--- src/rtl/alu_ctrl_pkg.sv ---
// rtl/alu_ctrl_pkg.sv - shared ALU control codes, opcode classes, funct values and decode function
package alu_ctrl_pkg;

  localparam logic [3:0] CTRL_AND  = 4'b0000;
  localparam logic [3:0] CTRL_OR   = 4'b0001;
  localparam logic [3:0] CTRL_ADD  = 4'b0010;
  localparam logic [3:0] CTRL_XOR  = 4'b0011;
  localparam logic [3:0] CTRL_SUB  = 4'b0100;
  localparam logic [3:0] CTRL_SLT  = 4'b0111;
  localparam logic [3:0] CTRL_SLL  = 4'b1000;
  localparam logic [3:0] CTRL_SRL  = 4'b1001;
  localparam logic [3:0] CTRL_MULT = 4'b1010;
  localparam logic [3:0] CTRL_DIV  = 4'b1011;
  localparam logic [3:0] CTRL_NOR  = 4'b1100;

  localparam logic [1:0] OP_MEM   = 2'b00;
  localparam logic [1:0] OP_BEQ   = 2'b01;
  localparam logic [1:0] OP_RTYPE = 2'b10;
  localparam logic [1:0] OP_SLTI  = 2'b11;

  localparam logic [5:0] FN_ADD  = 6'b100000;
  localparam logic [5:0] FN_SUB  = 6'b100010;
  localparam logic [5:0] FN_AND  = 6'b100100;
  localparam logic [5:0] FN_OR   = 6'b100101;
  localparam logic [5:0] FN_XOR  = 6'b100110;
  localparam logic [5:0] FN_NOR  = 6'b100111;
  localparam logic [5:0] FN_SLT  = 6'b101010;
  localparam logic [5:0] FN_SLL  = 6'b000000;
  localparam logic [5:0] FN_SRL  = 6'b000010;
  localparam logic [5:0] FN_MULT = 6'b011000;
  localparam logic [5:0] FN_DIV  = 6'b011010;

  typedef enum logic {ST_IDLE, ST_MD_BUSY} md_state_t;

  typedef struct packed {
    logic [3:0] ctrl;
    logic       illegal;
    logic       md_op;
  } dec_t;

  function automatic dec_t decode(input logic [1:0] alu_op, input logic [5:0] funct);
    dec_t d;
    d = '{ctrl: CTRL_AND, illegal: 1'b0, md_op: 1'b0};
    case (alu_op)
      OP_MEM:  d.ctrl = CTRL_ADD;
      OP_BEQ:  d.ctrl = CTRL_SUB;
      OP_SLTI: d.ctrl = CTRL_SLT;
      default: begin
        case (funct)
          FN_ADD:  d.ctrl = CTRL_ADD;
          FN_SUB:  d.ctrl = CTRL_SUB;
          FN_AND:  d.ctrl = CTRL_AND;
          FN_OR:   d.ctrl = CTRL_OR;
          FN_XOR:  d.ctrl = CTRL_XOR;
          FN_NOR:  d.ctrl = CTRL_NOR;
          FN_SLT:  d.ctrl = CTRL_SLT;
          FN_SLL:  d.ctrl = CTRL_SLL;
          FN_SRL:  d.ctrl = CTRL_SRL;
          FN_MULT: begin d.ctrl = CTRL_MULT; d.md_op = 1'b1; end
          FN_DIV:  begin d.ctrl = CTRL_DIV;  d.md_op = 1'b1; end
          default: d.illegal = 1'b1;
        endcase
      end
    endcase
    return d;
  endfunction

endpackage

--- src/rtl/alu_control_seq_md_seq.sv ---
// rtl/alu_control_seq_md_seq.sv - MULT/DIV busy sequencer: start pulse, latency counter, done pulse
module md_seq
  import alu_ctrl_pkg::*;
#(
  parameter int MD_CYCLES = 32,
  parameter int CNT_W     = $clog2(MD_CYCLES + 1)
) (
  input  logic clk,
  input  logic reset,
  input  logic launch,
  output logic md_start,
  output logic md_busy,
  output logic md_done
);

  localparam logic [CNT_W-1:0] LAST          = CNT_W'(MD_CYCLES - 1);
  localparam logic             FIRST_IS_LAST = (MD_CYCLES == 1);

  md_state_t        state;
  logic [CNT_W-1:0] cnt;

  // Outputs are computed one cycle ahead so they can be registered.
  always_ff @(posedge clk) begin
    if (reset) begin
      state    <= ST_IDLE;
      cnt      <= '0;
      md_start <= 1'b0;
      md_busy  <= 1'b0;
      md_done  <= 1'b0;
    end else begin
      md_start <= 1'b0;
      case (state)
        ST_IDLE: begin
          if (launch) begin
            state    <= ST_MD_BUSY;
            cnt      <= '0;
            md_start <= 1'b1;
            md_busy  <= 1'b1;
            md_done  <= FIRST_IS_LAST;
          end
        end
        ST_MD_BUSY: begin
          if (cnt == LAST) begin
            state   <= ST_IDLE;
            cnt     <= '0;
            md_busy <= 1'b0;
            md_done <= 1'b0;
          end else begin
            cnt     <= CNT_W'(cnt + 1'b1);
            md_done <= (CNT_W'(cnt + 1'b1) == LAST);
          end
        end
        default: state <= ST_IDLE;
      endcase
    end
  end

endmodule

--- src/rtl/alu_control_seq.sv ---
// rtl/alu_control_seq.sv - ALU control decode with registered valid/ready output and MULT/DIV sequencing
module alu_control_seq
  import alu_ctrl_pkg::*;
#(
  parameter int FUNCT_W   = 6,
  parameter int CTRL_W    = 4,
  parameter int MD_CYCLES = 32,
  parameter int CNT_W     = $clog2(MD_CYCLES + 1)
) (
  input  logic               clk,
  input  logic               reset,
  input  logic               in_valid,
  output logic               in_ready,
  input  logic [1:0]         alu_op,
  input  logic [FUNCT_W-1:0] funct,
  output logic               out_valid,
  input  logic               out_ready,
  output logic [CTRL_W-1:0]  ctrl,
  output logic               illegal,
  output logic               md_op,
  output logic               md_start,
  output logic               md_busy,
  output logic               md_done
);

  logic [5:0] funct6;
  dec_t       dec;
  logic       accept;

  assign funct6   = 6'(funct);
  assign dec      = decode(alu_op, funct6);
  assign in_ready = !md_busy && (!out_valid || out_ready);
  assign accept   = in_valid && in_ready;

  // Result register holds its value under back-pressure; only out_valid drops on a bare transfer.
  always_ff @(posedge clk) begin
    if (reset) begin
      out_valid <= 1'b0;
      ctrl      <= '0;
      illegal   <= 1'b0;
      md_op     <= 1'b0;
    end else if (accept) begin
      out_valid <= 1'b1;
      ctrl      <= CTRL_W'(dec.ctrl);
      illegal   <= dec.illegal;
      md_op     <= dec.md_op;
    end else if (out_ready) begin
      out_valid <= 1'b0;
    end
  end

  md_seq #(
    .MD_CYCLES(MD_CYCLES),
    .CNT_W    (CNT_W)
  ) u_md_seq (
    .clk     (clk),
    .reset   (reset),
    .launch  (accept && dec.md_op),
    .md_start(md_start),
    .md_busy (md_busy),
    .md_done (md_done)
  );

endmodule

--- config.mk ---
export PLATFORM = sky130hd
export DESIGN_NAME = alu_control_seq
export DESIGN_NICKNAME = d
export VERILOG_FILES = /design/src/rtl/alu_ctrl_pkg.sv /design/src/rtl/alu_control_seq_md_seq.sv /design/src/rtl/alu_control_seq.sv
export SDC_FILE = /design/constraint.sdc
export NUM_CORES = 1
export LEC_CHECK = 0
export ABC_AREA = 0
export CORE_MARGIN = 4
export CORE_UTILIZATION = 25
export CTS_BUF_LIST = sky130_fd_sc_hd__clkbuf_8
export DETAILED_ROUTE_END_ITERATION = 6
export HOLD_SLACK_MARGIN = 0.15
export PLACE_DENSITY = 0.52
export SYNTH_ARGS = -nofsm -noshare
export SYNTH_HDL_FRONTEND = slang
export SYNTH_HIERARCHICAL = 1
export SYNTH_SLANG_ARGS = --single-unit
export TNS_END_PERCENT = 50
--- constraint.sdc ---
create_clock -name clk -period 1.8 [get_ports clk]
set_clock_uncertainty 0.05 [all_clocks]
set_input_delay 0.36 -clock clk [delete_from_list [all_inputs] [get_ports clk]]
set_output_delay 0.36 -clock clk [all_outputs]
set_load 0.03 [all_outputs]
==> impl_metrics.ini <==
[setup_path]
slowest_delay_ns = 0.69
worstSetupEndpointType = output pin
crit_fanout = 3
path_cells = clkdlybuf4s50_1
cp.required_ns = 1.39
start_kind = flip-flop
critPathTopFamily = buffers and inverters
crit_slowest_cell = clkdlybuf4s50_1
critPathArrivalTime_ns = 1.32
critical_path_buf_inv_count = 1
worst-setup-path-type = flip-flop to output pin

[run_status]
status = finished clean

[floorplanning]
die_width_um = 72.1
start_util_pct = 25.8
io-pin-count = 23
die_area_um2 = 5190
core_um2 = 3970
die_h_um = 72.1
fp-row-count = 23

[pwr]
seqPwrFrac_pct = 46.0
sw_frac_of_total_pct = 26.6
vdd_drop_max_v = 0.000278
power_frac_comb_pct = 19.6
clkPwrFrac_pct = 34.4
p_per_area_nw_per_um2 = 580
power.switching_uw = 225
p_leak_nw = 0.584
total_power_uw = 847
intPower_uw = 621

[place]
post-dp-hpwl_um = 1920
portBuffers = 22
gp_congestion = 0.819
place_inst = 199

[clocking]
clockBufferDepth = 2
cts_setup_buffers = 0
cts_buffers = 3
root_buffer = clkbuf_8
clock_sinks = 17
cts_tree = built
clkTransAtPathRegs_ns = 0.07
htree_levels = 1
clk_latency_ns = 0.26

[global_routing]
grt_pass1_wl_um = 4260
grt_pass1_vias = 945
antenna_found_initial = 0
track_usage_pct = 10.3
overflow = 0
grt_max_degree = 14

[yosys]
syn_nets = 135
synth_edf_count = 0
yosysSeqAreaShare_pct = 33.2
postSynthCellCount = 118
ys_types = 47
yosys_warnings = 6
ys_ff_latch = 17
async_reset_ff_share_pct = 0
avgSynthCellArea_um2 = 8.69
netlist_area_um2 = 1030
yosys_most_used_dff = dfxtp_1

[timing]
fin_crit_sh_pct = 96.2
hold_viol = 0
max_freq_mhz = 578
finalSetupViolCount = 0
rsz0062_at_grt = no
min_period_ns = 1.73
max_slew_margin_pct = 68.5
max_slew.worst_pin.slew_ns = 0.472
drv_slew = 0

[route]
drtIter0Drc = 52
drt-vias-per-instance = 4.64
met2_length_um = 1110
drc = 0
routed_wl_um = 2500
highest_layer = met4
wl_met1_um = 1270
route.met3.wl_um = 63
first_pass_iters = 4
vias = 942
detail_route.wl_per_cell_um = 12.3
ant_nets = 0

[cells_and_area]
seqCellArea_um2 = 340
drive_gt1_share_pct = 21.6
area_growth_pct = 42.2
final_nets = 171
multi_input_area_um2 = 657
nFillCells = 394
stdcell_count = 203
diodes = 0

[flow_run]
drv_cap = 0

[hold_path]
hold_class = flip-flop to flip-flop
state kept, by name, summed over array words and instances, names as in the netlist:
register and flops:
md_op 1, u_md_seq/md_done 1, u_md_seq/md_start 1, illegal 1
u_md_seq/md_busy 1, u_md_seq/cnt 6, u_md_seq/state 1, out_valid 1
ctrl 4
final timing paths:
check              startpoint          endpoint  slack [ns]  cells past startpoint
max          u_md_seq/md_busy           md_busy        0.07                      1
min reg2reg           illegal           illegal        0.40                      2
min                   illegal           illegal        0.40                      2
max reg2reg   u_md_seq/cnt[0]  u_md_seq/md_done        0.35                      5
timing repair:
item                       in CTS  in global routing
gates resized for setup         0                  6
setup endpoints to repair       0                  5
hold buffers                    0                  0
cell usage in the layout, fill, tap and decap left out, types with 2 or more instances in the layout:
master	instances
a211oi_1	3
a21o_1	2
a21oi_1	10
and3_1	2
buf_4	15
clkbuf_8	3
clkdlybuf4s50_1	19
dfxtp_1	17
dlymetal6s2s_1	2
ha_1	5
inv_1	7
mux2i_1	2
nand2_1	4
nand2b_1	4
nand3_1	3
nand3_2	2
nand3b_1	6
nor2_1	11
nor2_2	2
nor3_1	2
nor3b_1	2
xnor2_1	2
xor2_1	3
cells by family after synthesis:
| family | Yosys count | share of synthesized area [%] |
|---|---|---|
| fa+ha+maj | 5 | 6.10 |
| xor+xnor | 5 | 4.27 |
| buf+inv | 12 | 5.24 |
| compound gates | 29 | 20.4 |
| flops | 17 | 33.2 |
| mux | 3 | 3.05 |
| simple gates | 47 | 27.8 |
power groups by stage:
stage | Clock [mW] | Sequential (mW) | Combinational [mW]
final | 0.291 | 0.390 | 0.166
after floorplan | 0 | 0.413 | 0.0661
after CTS | 0.297 | 0.390 | 0.164
after global routing | 0.317 | 0.390 | 0.180
after detailed placement | 0 | 0.398 | 0.163
after global placement | 0 | 0.398 | 0.160
stage by stage:
stage | TNS [ns] | area (µm²) | setup slack [ns] | utilization [%] | hold slack [ns]
2_1_floorplan | 0 | 1030 | 0.146 | - | 0.449
3_3_place_gp | -1.22 | 1380 | -0.164 | 34.8 | 0.393
3_5_place_dp | -1.39 | 1380 | -0.200 | 34.8 | 0.395
4_1_cts | 0 | 1430 | 0.0386 | 36.0 | 0.405
5_1_grt | 0 | 1460 | 0.00746 | 36.7 | 0.442
6_report | 0 | 1460 | 0.0689 | 36.7 | 0.403
routing by layer:
layer  track usage (%)  vias to the layer above
met1              13.5                      425
met4              5.01                        0
met2              16.7                       24
li1                  -                      489
met3              1.39                        4
met5                 0                        -
area by class of cell:
type	instances	share of cell area, %
clock buffer	3	2.83
clock inverter	1	0.257
inverter	7	1.80
multi-input combinational	89	45.0
sequential	17	23.3
tap	50	4.29
timing repair buffer	36	22.5
Yosys cell counts, types with 2 or more instances:
master | count | area [µm²]
inv_1 | 7 | 26.3
nor3_1 | 2 | 10.0
dfxtp_1 | 17 | 340
mux2i_1 | 2 | 20.0
nor3b_1 | 2 | 15.0
nand3_1 | 3 | 15.0
xor2_1 | 3 | 26.3
a21o_1 | 2 | 15.0
nand3_2 | 2 | 20.0
nand2b_1 | 4 | 25.0
a211oi_1 | 3 | 22.5
nor2_1 | 12 | 45.0
clkbuf_1 | 2 | 7.51
nand2_1 | 4 | 15.0
nand3b_1 | 6 | 45.0
a21oi_1 | 10 | 50.1
xnor2_1 | 2 | 17.5
and3_1 | 2 | 12.5
ha_1 | 5 | 62.6
Power figures use the tool's default switching activity.
